`config.mk`:
```
export PLATFORM = sky130hd
export DESIGN_NAME = ulpi_sniffer_ext
export DESIGN_NICKNAME = d
export VERILOG_FILES = /design/src/rtl/ulpi_pkg.sv /design/src/rtl/ulpi_rx_capture.sv /design/src/rtl/ulpi_sniffer_ext.sv
export SDC_FILE = /design/constraint.sdc
export NUM_CORES = 1
export LEC_CHECK = 0
export BUFFER_PORTS_ARGS = -buffer_cell sky130_fd_sc_hd__buf_2
export CORE_AREA = 2 2 146 120
export CTS_CLUSTER_DIAMETER = 60
export DETAILED_ROUTE_END_ITERATION = 8
export DIE_AREA = 0 0 148 122
export HOLD_SLACK_MARGIN = 0.06
export PLACE_DENSITY = 0.45
export SLEW_MARGIN = 40
export SYNTH_ARGS = -nofsm -noshare
export SYNTH_HDL_FRONTEND = slang
export SYNTH_SLANG_ARGS = --single-unit
```
`constraint.sdc`:
```
create_clock -name ULPI_CLK -period 1.9 [get_ports ULPI_CLK]
set_input_delay 0.285 -clock ULPI_CLK [delete_from_list [all_inputs] [get_ports ULPI_CLK]]
set_output_delay 0.285 -clock ULPI_CLK [all_outputs]
set_load 0.1 [all_outputs]
```
`src/rtl/ulpi_pkg.sv`:
```
// Shared encodings for the ULPI link: FSM states, TXCMD fields and the stream beat payload.
package ulpi_pkg;

  typedef enum logic [8:0] {
    ST_IDLE  = 9'b0_0000_0001,
    ST_TXC   = 9'b0_0000_0010,
    ST_EXA   = 9'b0_0000_0100,
    ST_WD    = 9'b0_0000_1000,
    ST_STP   = 9'b0_0001_0000,
    ST_TA    = 9'b0_0010_0000,
    ST_RD    = 9'b0_0100_0000,
    ST_RX    = 9'b0_1000_0000,
    ST_ERROR = 9'b1_0000_0000
  } ulpi_state_e;

  localparam logic [1:0] TXCMD_REGW    = 2'b10;
  localparam logic [1:0] TXCMD_REGR    = 2'b11;
  localparam logic [5:0] EXT_ADDR      = 6'h2F;
  localparam logic [7:0] NOOP          = 8'h00;
  localparam logic [7:0] EXT_THRESHOLD = 8'h2E;

  typedef struct packed {
    logic       rxcmd;
    logic [7:0] data;
  } rx_beat_t;

  // Register-access command byte; extended accesses carry the escape address.
  function automatic logic [7:0] txcmd(input logic wr, input logic ext, input logic [5:0] addr);
    return {(wr ? TXCMD_REGW : TXCMD_REGR), (ext ? EXT_ADDR : addr)};
  endfunction

endpackage

```
`src/rtl/ulpi_rx_capture.sv`:
```
// Tags received bytes, timestamps them, filters repeated RXCMDs and feeds the
// single-entry output register with drop accounting.
module ulpi_rx_capture
  import ulpi_pkg::*;
#(
  parameter int unsigned TS_WIDTH     = 16,
  parameter int unsigned RXCMD_FILTER = 1
) (
  input  logic                ULPI_CLK,
  input  logic                RST,
  input  logic                cap_en,
  input  logic                cap_nxt,
  input  logic [7:0]          cap_data,
  input  logic                out_ready,
  output logic [7:0]          out_data,
  output logic                out_rxcmd,
  output logic [TS_WIDTH-1:0] out_ts,
  output logic                out_valid,
  output logic [15:0]         drop_count,
  output logic                overflow
);

  logic [TS_WIDTH-1:0] ts_q;
  rx_beat_t            beat_q;
  logic [7:0]          last_rxcmd_q;
  logic                last_vld_q;
  logic                is_rxcmd;
  logic                filtered;
  logic                take;
  logic                can_load;

  assign is_rxcmd = ~cap_nxt;
  assign filtered = (RXCMD_FILTER != 0) && is_rxcmd && last_vld_q && (cap_data == last_rxcmd_q);
  assign take     = cap_en && !filtered;
  assign can_load = !out_valid || out_ready;

  assign out_data  = beat_q.data;
  assign out_rxcmd = beat_q.rxcmd;

  always_ff @(posedge ULPI_CLK) begin
    if (RST) begin
      ts_q         <= '0;
      beat_q       <= '0;
      out_ts       <= '0;
      out_valid    <= 1'b0;
      drop_count   <= 16'h0000;
      overflow     <= 1'b0;
      last_rxcmd_q <= 8'h00;
      last_vld_q   <= 1'b0;
    end else begin
      ts_q <= ts_q + TS_WIDTH'(1);
      if (take && can_load) begin
        beat_q    <= '{rxcmd: is_rxcmd, data: cap_data};
        out_ts    <= ts_q;
        out_valid <= 1'b1;
        if (is_rxcmd) begin
          last_rxcmd_q <= cap_data;
          last_vld_q   <= 1'b1;
        end
      end else begin
        if (out_ready) out_valid <= 1'b0;
        // Output still held: the new byte is lost.
        if (take) begin
          overflow <= 1'b1;
          if (drop_count != 16'hFFFF) drop_count <= drop_count + 16'd1;
        end
      end
    end
  end

endmodule

```
`src/rtl/ulpi_sniffer_ext.sv`:
```
// ULPI link controller: register access FSM with abort/retry, pad registers,
// and the receive capture path.
module ulpi_sniffer_ext
  import ulpi_pkg::*;
#(
  parameter int unsigned TS_WIDTH     = 16,
  parameter int unsigned EXT_REG      = 1,
  parameter int unsigned RXCMD_FILTER = 1
) (
  input  logic                ULPI_CLK,
  input  logic                RST,
  output logic                ULPI_RST_N,
  input  logic                ULPI_DIR,
  input  logic                ULPI_NXT,
  output logic                ULPI_STP,
  input  logic [7:0]          ULPI_D_I,
  output logic [7:0]          ULPI_D_O,
  output logic                ULPI_D_OE,
  input  logic [7:0]          REG_ADDR,
  input  logic [7:0]          REG_DATA_WRITE,
  output logic [7:0]          REG_DATA_READ,
  input  logic                REG_WRITE_REQ,
  output logic                REG_WRITE_ACK,
  input  logic                REG_READ_REQ,
  output logic                REG_READ_ACK,
  output logic [7:0]          REG_RETRIES,
  output logic [7:0]          OUT_DATA,
  output logic                OUT_RXCMD,
  output logic [TS_WIDTH-1:0] OUT_TS,
  output logic                OUT_VALID,
  input  logic                OUT_READY,
  output logic [15:0]         DROP_COUNT,
  output logic                OVERFLOW
);

  ulpi_state_e state, state_nx;
  logic        op_wr_q, op_wr_nx;
  logic        ext_q, ext_nx;
  logic        dir_q;
  logic [7:0]  d_nx;
  logic        oe_nx, stp_nx;
  logic        wr_pend, rd_pend, ext_addr, abort, cap_en;

  assign ULPI_RST_N = ~RST;
  assign ext_addr   = (EXT_REG != 0) && (REG_ADDR > EXT_THRESHOLD);
  assign wr_pend    = REG_WRITE_REQ && !REG_WRITE_ACK;
  assign rd_pend    = REG_READ_REQ && !REG_READ_ACK;
  assign cap_en     = (state == ST_RX) && ULPI_DIR && dir_q;

  // PHY taking the bus mid-access kills the access; it is reissued from IDLE.
  assign abort = (((state == ST_TXC) || (state == ST_EXA) || (state == ST_WD)) && ULPI_DIR)
              || ((state == ST_TA) && ULPI_DIR && ULPI_NXT);

  // Next-state decode; operation type and address mode are frozen on leaving IDLE.
  always_comb begin
    state_nx = state;
    op_wr_nx = op_wr_q;
    ext_nx   = ext_q;
    case (state)
      ST_IDLE: begin
        op_wr_nx = wr_pend;
        ext_nx   = ext_addr;
        if (ULPI_DIR)                state_nx = ST_RX;
        else if (wr_pend || rd_pend) state_nx = ST_TXC;
      end
      ST_TXC: begin
        if (ULPI_DIR)      state_nx = ST_RX;
        else if (ULPI_NXT) state_nx = ext_q ? ST_EXA : (op_wr_q ? ST_WD : ST_TA);
      end
      ST_EXA: begin
        if (ULPI_DIR)      state_nx = ST_RX;
        else if (ULPI_NXT) state_nx = op_wr_q ? ST_WD : ST_TA;
      end
      ST_WD: begin
        if (ULPI_DIR)      state_nx = ST_RX;
        else if (ULPI_NXT) state_nx = ST_STP;
      end
      ST_STP: state_nx = ST_IDLE;
      ST_TA: begin
        if (ULPI_DIR && ULPI_NXT) state_nx = ST_RX;
        else if (ULPI_DIR)        state_nx = ST_RD;
      end
      ST_RD:   state_nx = ULPI_DIR ? ST_RX : ST_IDLE;
      ST_RX:   state_nx = ULPI_DIR ? ST_RX : ST_IDLE;
      default: state_nx = ST_IDLE;
    endcase
  end

  // Pad values follow the next state so they land on the bus with it.
  always_comb begin
    d_nx   = NOOP;
    oe_nx  = 1'b0;
    stp_nx = 1'b0;
    case (state_nx)
      ST_IDLE: oe_nx = 1'b1;
      ST_TXC: begin
        oe_nx = 1'b1;
        d_nx  = txcmd(op_wr_nx, ext_nx, REG_ADDR[5:0]);
      end
      ST_EXA: begin
        oe_nx = 1'b1;
        d_nx  = REG_ADDR;
      end
      ST_WD: begin
        oe_nx = 1'b1;
        d_nx  = REG_DATA_WRITE;
      end
      ST_STP: begin
        oe_nx  = 1'b1;
        stp_nx = 1'b1;
      end
      default: ;
    endcase
  end

  always_ff @(posedge ULPI_CLK) begin
    if (RST) begin
      state         <= ST_IDLE;
      op_wr_q       <= 1'b0;
      ext_q         <= 1'b0;
      dir_q         <= 1'b0;
      ULPI_D_O      <= NOOP;
      ULPI_D_OE     <= 1'b0;
      ULPI_STP      <= 1'b0;
      REG_WRITE_ACK <= 1'b0;
      REG_READ_ACK  <= 1'b0;
      REG_DATA_READ <= 8'h00;
      REG_RETRIES   <= 8'h00;
    end else begin
      state     <= state_nx;
      op_wr_q   <= op_wr_nx;
      ext_q     <= ext_nx;
      dir_q     <= ULPI_DIR;
      ULPI_D_O  <= d_nx;
      ULPI_D_OE <= oe_nx;
      ULPI_STP  <= stp_nx;
      if (abort && (REG_RETRIES != 8'hFF)) REG_RETRIES <= REG_RETRIES + 8'd1;
      if (state == ST_STP)     REG_WRITE_ACK <= 1'b1;
      else if (!REG_WRITE_REQ) REG_WRITE_ACK <= 1'b0;
      if (state == ST_RD) begin
        REG_DATA_READ <= ULPI_D_I;
        REG_READ_ACK  <= 1'b1;
      end else if (!REG_READ_REQ) begin
        REG_READ_ACK <= 1'b0;
      end
    end
  end

  ulpi_rx_capture #(
    .TS_WIDTH     (TS_WIDTH),
    .RXCMD_FILTER (RXCMD_FILTER)
  ) u_rx_capture (
    .ULPI_CLK   (ULPI_CLK),
    .RST        (RST),
    .cap_en     (cap_en),
    .cap_nxt    (ULPI_NXT),
    .cap_data   (ULPI_D_I),
    .out_ready  (OUT_READY),
    .out_data   (OUT_DATA),
    .out_rxcmd  (OUT_RXCMD),
    .out_ts     (OUT_TS),
    .out_valid  (OUT_VALID),
    .drop_count (DROP_COUNT),
    .overflow   (OVERFLOW)
  );

endmodule
```
==> results of run 1 <==
timing repair:
item / 4_1_cts / 5_1_grt
cloned: 0 / 2
gates resized for setup: 10 / 34
setup endpoints to repair: 58 / 77
pin swaps: 4 / 19
setup buffers: 4 / 3
state kept, by name, summed over array words and instances, names as in the netlist:
name                       flops
REG_DATA_READ                  8
REG_READ_ACK                   1
REG_RETRIES                    8
REG_WRITE_ACK                  1
ULPI_D_O                       8
ULPI_D_OE                      1
ULPI_STP                       1
dir_q                          1
ext_q                          1
op_wr_q                        1
state                          9
u_rx_capture.drop_count       16
u_rx_capture.last_rxcmd_q      8
u_rx_capture.last_vld_q        1
u_rx_capture.out_data          8
u_rx_capture.out_rxcmd         1
u_rx_capture.out_ts           16
u_rx_capture.out_valid         1
u_rx_capture.overflow          1
u_rx_capture.ts_q             16
synthesized netlist by cell type, drive strengths merged (2+ instances only):
cell type  count  share of area
dfxtp        108           0.47
nor2          91          0.075
nand2         37          0.032
mux2i         36          0.079
xor2          25          0.048
a21oi         23          0.025
nand3         20          0.022
clkbuf        17          0.014
nand4         15          0.021
and3          13          0.018
xnor2         13          0.025
o21ai         10          0.011
nor2b          9          0.012
nor3           7          0.011
buf            6         0.0077
a221o          5          0.011
inv            5         0.0041
nand2b         5         0.0068
or3            5         0.0068
a211oi         4         0.0077
nand3b         4         0.0066
ha             3         0.0082
nand4b         3         0.0057
nor4b          3         0.0057
or4            3         0.0057
a22oi          2         0.0033
and2           2         0.0027
and4           2         0.0038
nor4           2         0.0060
o2111ai        2         0.0038
o22a           2         0.0038
o311a          2         0.0047
o31ai          2         0.0033
or2            2         0.0027
power by group:
group / internal [uW] / total, uW / switching [uW]
clock: 978 / 1830 / 854
combinational: 130 / 368 / 238
sequential: 2270 / 2280 / 18.3
total: 3370 / 4480 / 1110
metal layers:
metal,up-vias,track usage,share of wire
li1,2049,-,-
met1,1875,0.1857,0.51
met2,71,0.1947,0.43
met3,5,0.04644,0.051
met4,0,0.03393,0.0069
met5,-,0,0
path summary, 6_finish.rpt:
| kind | end | cells past startpoint |
|---|---|---|
| worst max-delay path | u_rx_capture.out_ts[0]$_SDFFE_PP0P_ | 8 |
| worst max register to register | u_rx_capture.out_ts[0]$_SDFFE_PP0P_ | 8 |
| worst min register to register | REG_WRITE_ACK$_SDFFE_PP0P_ | 2 |
| worst min-delay path | ULPI_D_O[0]$_SDFF_PP0_ | 2 |
cells by family after synthesis:
group | synth area share
AO/OA/AOI/OAI | 0.09139
other | 0.0008200
buffers and inverters | 0.02572
XOR/XNOR | 0.07278
flip-flops | 0.4728
adder cells (fa/ha/maj) | 0.008209
AND/OR/NAND/NOR | 0.2471
multiplexers | 0.08126
per-stage QoR:
step | power, uW | TNS, ns | hold WS (ns)
2_1_floorplan | 2539 | -0.7508 | 0.4183
3_5_place_dp | 2679 | -4.006 | 0.4526
4_1_cts | 4551 | -3.584 | 0.1418
5_1_grt | 4700 | -8.820 | 0.1351
3_3_place_gp | 2678 | -2.965 | 0.4429
6_report | 4483 | -3.646 | 0.1573
area by class of cell:
class                           instances  area (um^2)  area share
Inverter                                5        18.77    0.002968
Tap cell                              225        281.5     0.04452
Sequential cell                       108         2241      0.3544
Clock buffer                           12        257.7     0.04076
Timing Repair Buffer                  159         1035      0.1636
Clock inverter                          4        30.03    0.004749
Multi-Input combinational cell        366         2460      0.3890
==> flow_summary.yaml, run 1 <==
run_status:
  status: "finished, violations left"
  violations: "negative setup slack"
place:
  port_buffers: 102
  pre_cts_slack_ns: -0.1301
  hpwl_um: 8634
  dp.cells: 855
  dpl_cell_area_um2: 5751
  place.gp.congestion: 0.7883
setup_path:
  cp.required_ns: 2.13
  reg2reg_slack_ns: -0.14
  crit_type: "flip-flop to flip-flop"
  path_max_fanout: 10
  cp_slowest_cell: "or4_4"
  startpoint_type: "flip-flop"
  critPathLaunch: "state[5]$_SDFF_PP0_"
  arrival_ns: 2.27
  cp_cell_sequence: "or4_4 > nor3_4 > buf_4 > o311a_4 > buf_12 > clkbuf_16 > mux2i_1 > nor2_1"
  critPathBufInv: 3
  cp_top_family: "simple AND/OR/NAND/NOR gates"
  timing.rr.start: "state[5]$_SDFF_PP0_"
  critPathCaptureType: "flip-flop"
  slowest_delay_ns: 0.55
cts:
  path_clk_slew_ns: 0.07
  cts_buffers: 9
  htreeDepth: 3
  clock-sinks: 108
  worstSkewPairLatency_ns: 0.35
  hold_buffers: 0
  cts_tree: "yes"
  cts-root-buf: "clkbuf_16"
  clockBufferDepth: 2
final_layout:
  fill_cells: 1738
  most-common-layout-cells: "buf_2, nor2_1, dfxtp_1"
  final_common_cell: "buf_2"
  area_growth_pct: 38.28
  utilization: 0.3767
  fin_cells: 879
  diodes: 0
  drive_gt1_frac: 0.3716
  layout.nets: 683
  stdcell_area_um2: 6324
synth:
  ys.flop_type: "dfxtp_1"
  async_flop_share: 0
  syn-cell-area_um2: 4573
  seq_area_frac_synth: 0.4728
  ys_types: 56
  syn_inst: 502
  yosysWarnings: 0
  syn-num-nets: 536
  syn-mean-instance-area_um2: 9.110
  ys_ff_latch: 108
  synth_edf_count: 0
power:
  p_leak_uw: 0.002679
  peakVddDrop_v: 0.0003857
  powerDensity_nw_per_um2: 708.9
floorplan:
  die-area_um2: 18060
  rows: 43
  fp.dieH_um: 122
  die_w_um: 148
  core_um2: 16790
  ios: 103
  start_util: 0.2724
sta:
  maxSlewViolCount: 0
  fmax_ghz: 0.4910
  finalCritPeriodShare: 1.072
  setup_slack_ns: -0.1369
  hold_violations: 0
  rsz0062_at_grt: "true"
  fin_crit_ns: 2.037
  finClkSkew_ns: 0.005612
  finalSetupViolCount: 45
routing:
  vias: 4000
  antenna_left: 0
  wirelength_um: 12380
  drt_iter0_drc: 205
  wl_per_cell_um: 14.08
  drc: 0
  first_pass_iters: 4
  viasPerCell: 4.551
global_routing:
  grt_pass1_vias: 3673
  grt.total_usage: 0.1328
  antenna_found_initial: 0
  grt_max_degree: 33
  overflow: 0
  grt_pass1_wl_um: 18750
run:
  max_cap_viol_count: 0
worst_hold_path:
  hold_start: "REG_DATA_WRITE[0]"
  hold_class: "input pin to flip-flop"
Note: power is estimated with default switching activity, not from simulation.
==> run 2: changes to the inputs <==
--- a/config.mk
+++ b/config.mk
@@ -11,7 +11,8 @@
 export DETAILED_ROUTE_END_ITERATION = 8
 export DIE_AREA = 0 0 148 122
 export HOLD_SLACK_MARGIN = 0.06
-export PLACE_DENSITY = 0.45
+export PLACE_DENSITY = 0.48
+export REMOVE_ABC_BUFFERS = 1
 export SLEW_MARGIN = 40
 export SYNTH_ARGS = -nofsm -noshare
 export SYNTH_HDL_FRONTEND = slang
==> flow_summary.yaml, run 2 (same netlist as run 1, synthesis figures left out) <==
run_status:
  status: "finished, violations left"
  violations: "negative setup slack"
floorplan:
  core_um2: 16790
  ios: 103
  die_w_um: 148
  die-area_um2: 18060
  start_util: 0.2724
  fp.dieH_um: 122
  rows: 43
final_layout:
  area_growth_pct: 41.04
  reg_top3: "u_rx_capture.drop_count x16, u_rx_capture.out_ts x16, u_rx_capture.ts_q x16"
  layout.nets: 696
  drive_gt1_frac: 0.3583
  final_common_cell: "dfxtp_1"
  fill_cells: 1714
  diodes: 0
  fin_cells: 892
  stdcell_area_um2: 6450
  most-common-layout-cells: "dfxtp_1, buf_2, nor2_1"
sta:
  setup_tns_ns: -4.600
  worst_pin_slew_ns: 0.6078
  finalSetupViolCount: 47
  fin_crit_ns: 2.054
  slew_headroom: 0.5948
  rsz0062_at_grt: "true"
  fmax_ghz: 0.4869
  hold_violations: 0
  maxSlewViolCount: 0
  setup_slack_ns: -0.1536
  finalCritPeriodShare: 1.081
  finClkSkew_ns: 0.008817
routing:
  drc: 0
  drt_iter0_drc: 209
  wirelength_um: 12500
  vias: 4143
  viasPerCell: 4.645
  antenna_left: 0
  wl_per_cell_um: 14.01
  first_pass_iters: 4
worst_hold_path:
  hold_class: "input pin to flip-flop"
power:
  peakVddDrop_v: 0.0004523
  seqPwrFrac: 0.496
  powerDensity_nw_per_um2: 719.3
  pwr-share-comb: 0.085
  internal-power_uw: 3505
  switching_share: 0.2445
  power_frac_clock: 0.418
  p_sw_uw: 1134
  p_leak_uw: 0.002731
place:
  pre_cts_slack_ns: -0.2099
  hpwl_um: 8674
  port_buffers: 102
  place.gp.congestion: 0.8484
  dpl_cell_area_um2: 5733
  dp.cells: 866
setup_path:
  arrival_ns: 2.28
  startpoint_type: "flip-flop"
  path_max_fanout: 6
  critPathCaptureType: "flip-flop"
  crit_type: "flip-flop to flip-flop"
  cp.required_ns: 2.12
global_routing:
  grt.total_usage: 0.1343
  grt_max_degree: 58
  antenna_found_initial: 0
  grt_pass1_wl_um: 19330
  overflow: 0
  grt_pass1_vias: 3860
cts:
  cts_tree: "yes"
  htreeDepth: 3
  cts-root-buf: "clkbuf_16"
  hold_buffers: 0
  clockBufferDepth: 2
  cts_buffers: 9
  clock-sinks: 108
  path_clk_slew_ns: 0.07
  worstSkewPairLatency_ns: 0.35
run:
  max_cap_viol_count: 0
run 2: critical path, stage by stage, from the launching register on:
cell and delay, ns:
dfxtp_2 0.32, or4_4 0.55, nor3_4 0.17, buf_6 0.13, o311a_4 0.22, buf_6 0.13, clkbuf_16 0.15, mux2i_1 0.20
nor2_1 0.05
run 2: area by class of cell:
type | instances | area [um^2] | share of cell area
multi-input cells | 366 | 2527 | 0.3919
flip-flops and latches | 108 | 2168 | 0.3362
repair buffers | 172 | 1144 | 0.1773
well taps | 225 | 281.5 | 0.04365
clock buffers | 10 | 239.0 | 0.03705
clock inverters | 6 | 71.32 | 0.01106
inverters | 5 | 18.77 | 0.002910
run 2: path summary, 6_finish.rpt:
check / startpoint / to / slack (ns) / cells past startpoint
min: REG_DATA_WRITE[1] / ULPI_D_O[1]$_SDFF_PP0_ / 0.16 / 2
max: state[8]$_SDFF_PP0_ / u_rx_capture.out_ts[9]$_SDFFE_PP0P_ / -0.15 / 8
min reg2reg: u_rx_capture.last_rxcmd_q[1]$_SDFFE_PP0P_ / u_rx_capture.last_rxcmd_q[1]$_SDFFE_PP0P_ / 0.47 / 2
max reg2reg: state[8]$_SDFF_PP0_ / u_rx_capture.out_ts[9]$_SDFFE_PP0P_ / -0.15 / 8
run 2: power by group through the flow:
stage | Sequential [uW] | Clock [uW] | Combinational (uW)
after floorplan | 2420 | 0 | 100
after global placement | 2350 | 0 | 348
after detailed placement | 2360 | 0 | 350
after CTS | 2300 | 2020 | 352
after global routing | 2300 | 2110 | 426
final | 2300 | 1940 | 396
run 2: metal layers:
metal  vias up  wire (um)  track usage
met3        11        652      0.04494
met5         -          0            0
met1      1978       6064       0.1747
met2        86       5632       0.2118
met4         0        152      0.04107
li1       2068          -            -
run 2: metrics by stage:
step	utilization	hold WS, ns	power, uW
floorplan	-	0.3517	2525
global placement	0.3415	0.4512	2702
detailed placement	0.3415	0.4599	2706
CTS	0.3636	0.1432	4677
global route	0.3842	0.1438	4836
finish	0.3842	0.1632	4639
run 2: what timing repair did:
action,CTS,global route
endpoints found under the hold margin,0,0
setup endpoints to repair,66,78
pin swaps,4,22
gates resized for setup,7,60
buffers inserted,0,9
cloned,1,3
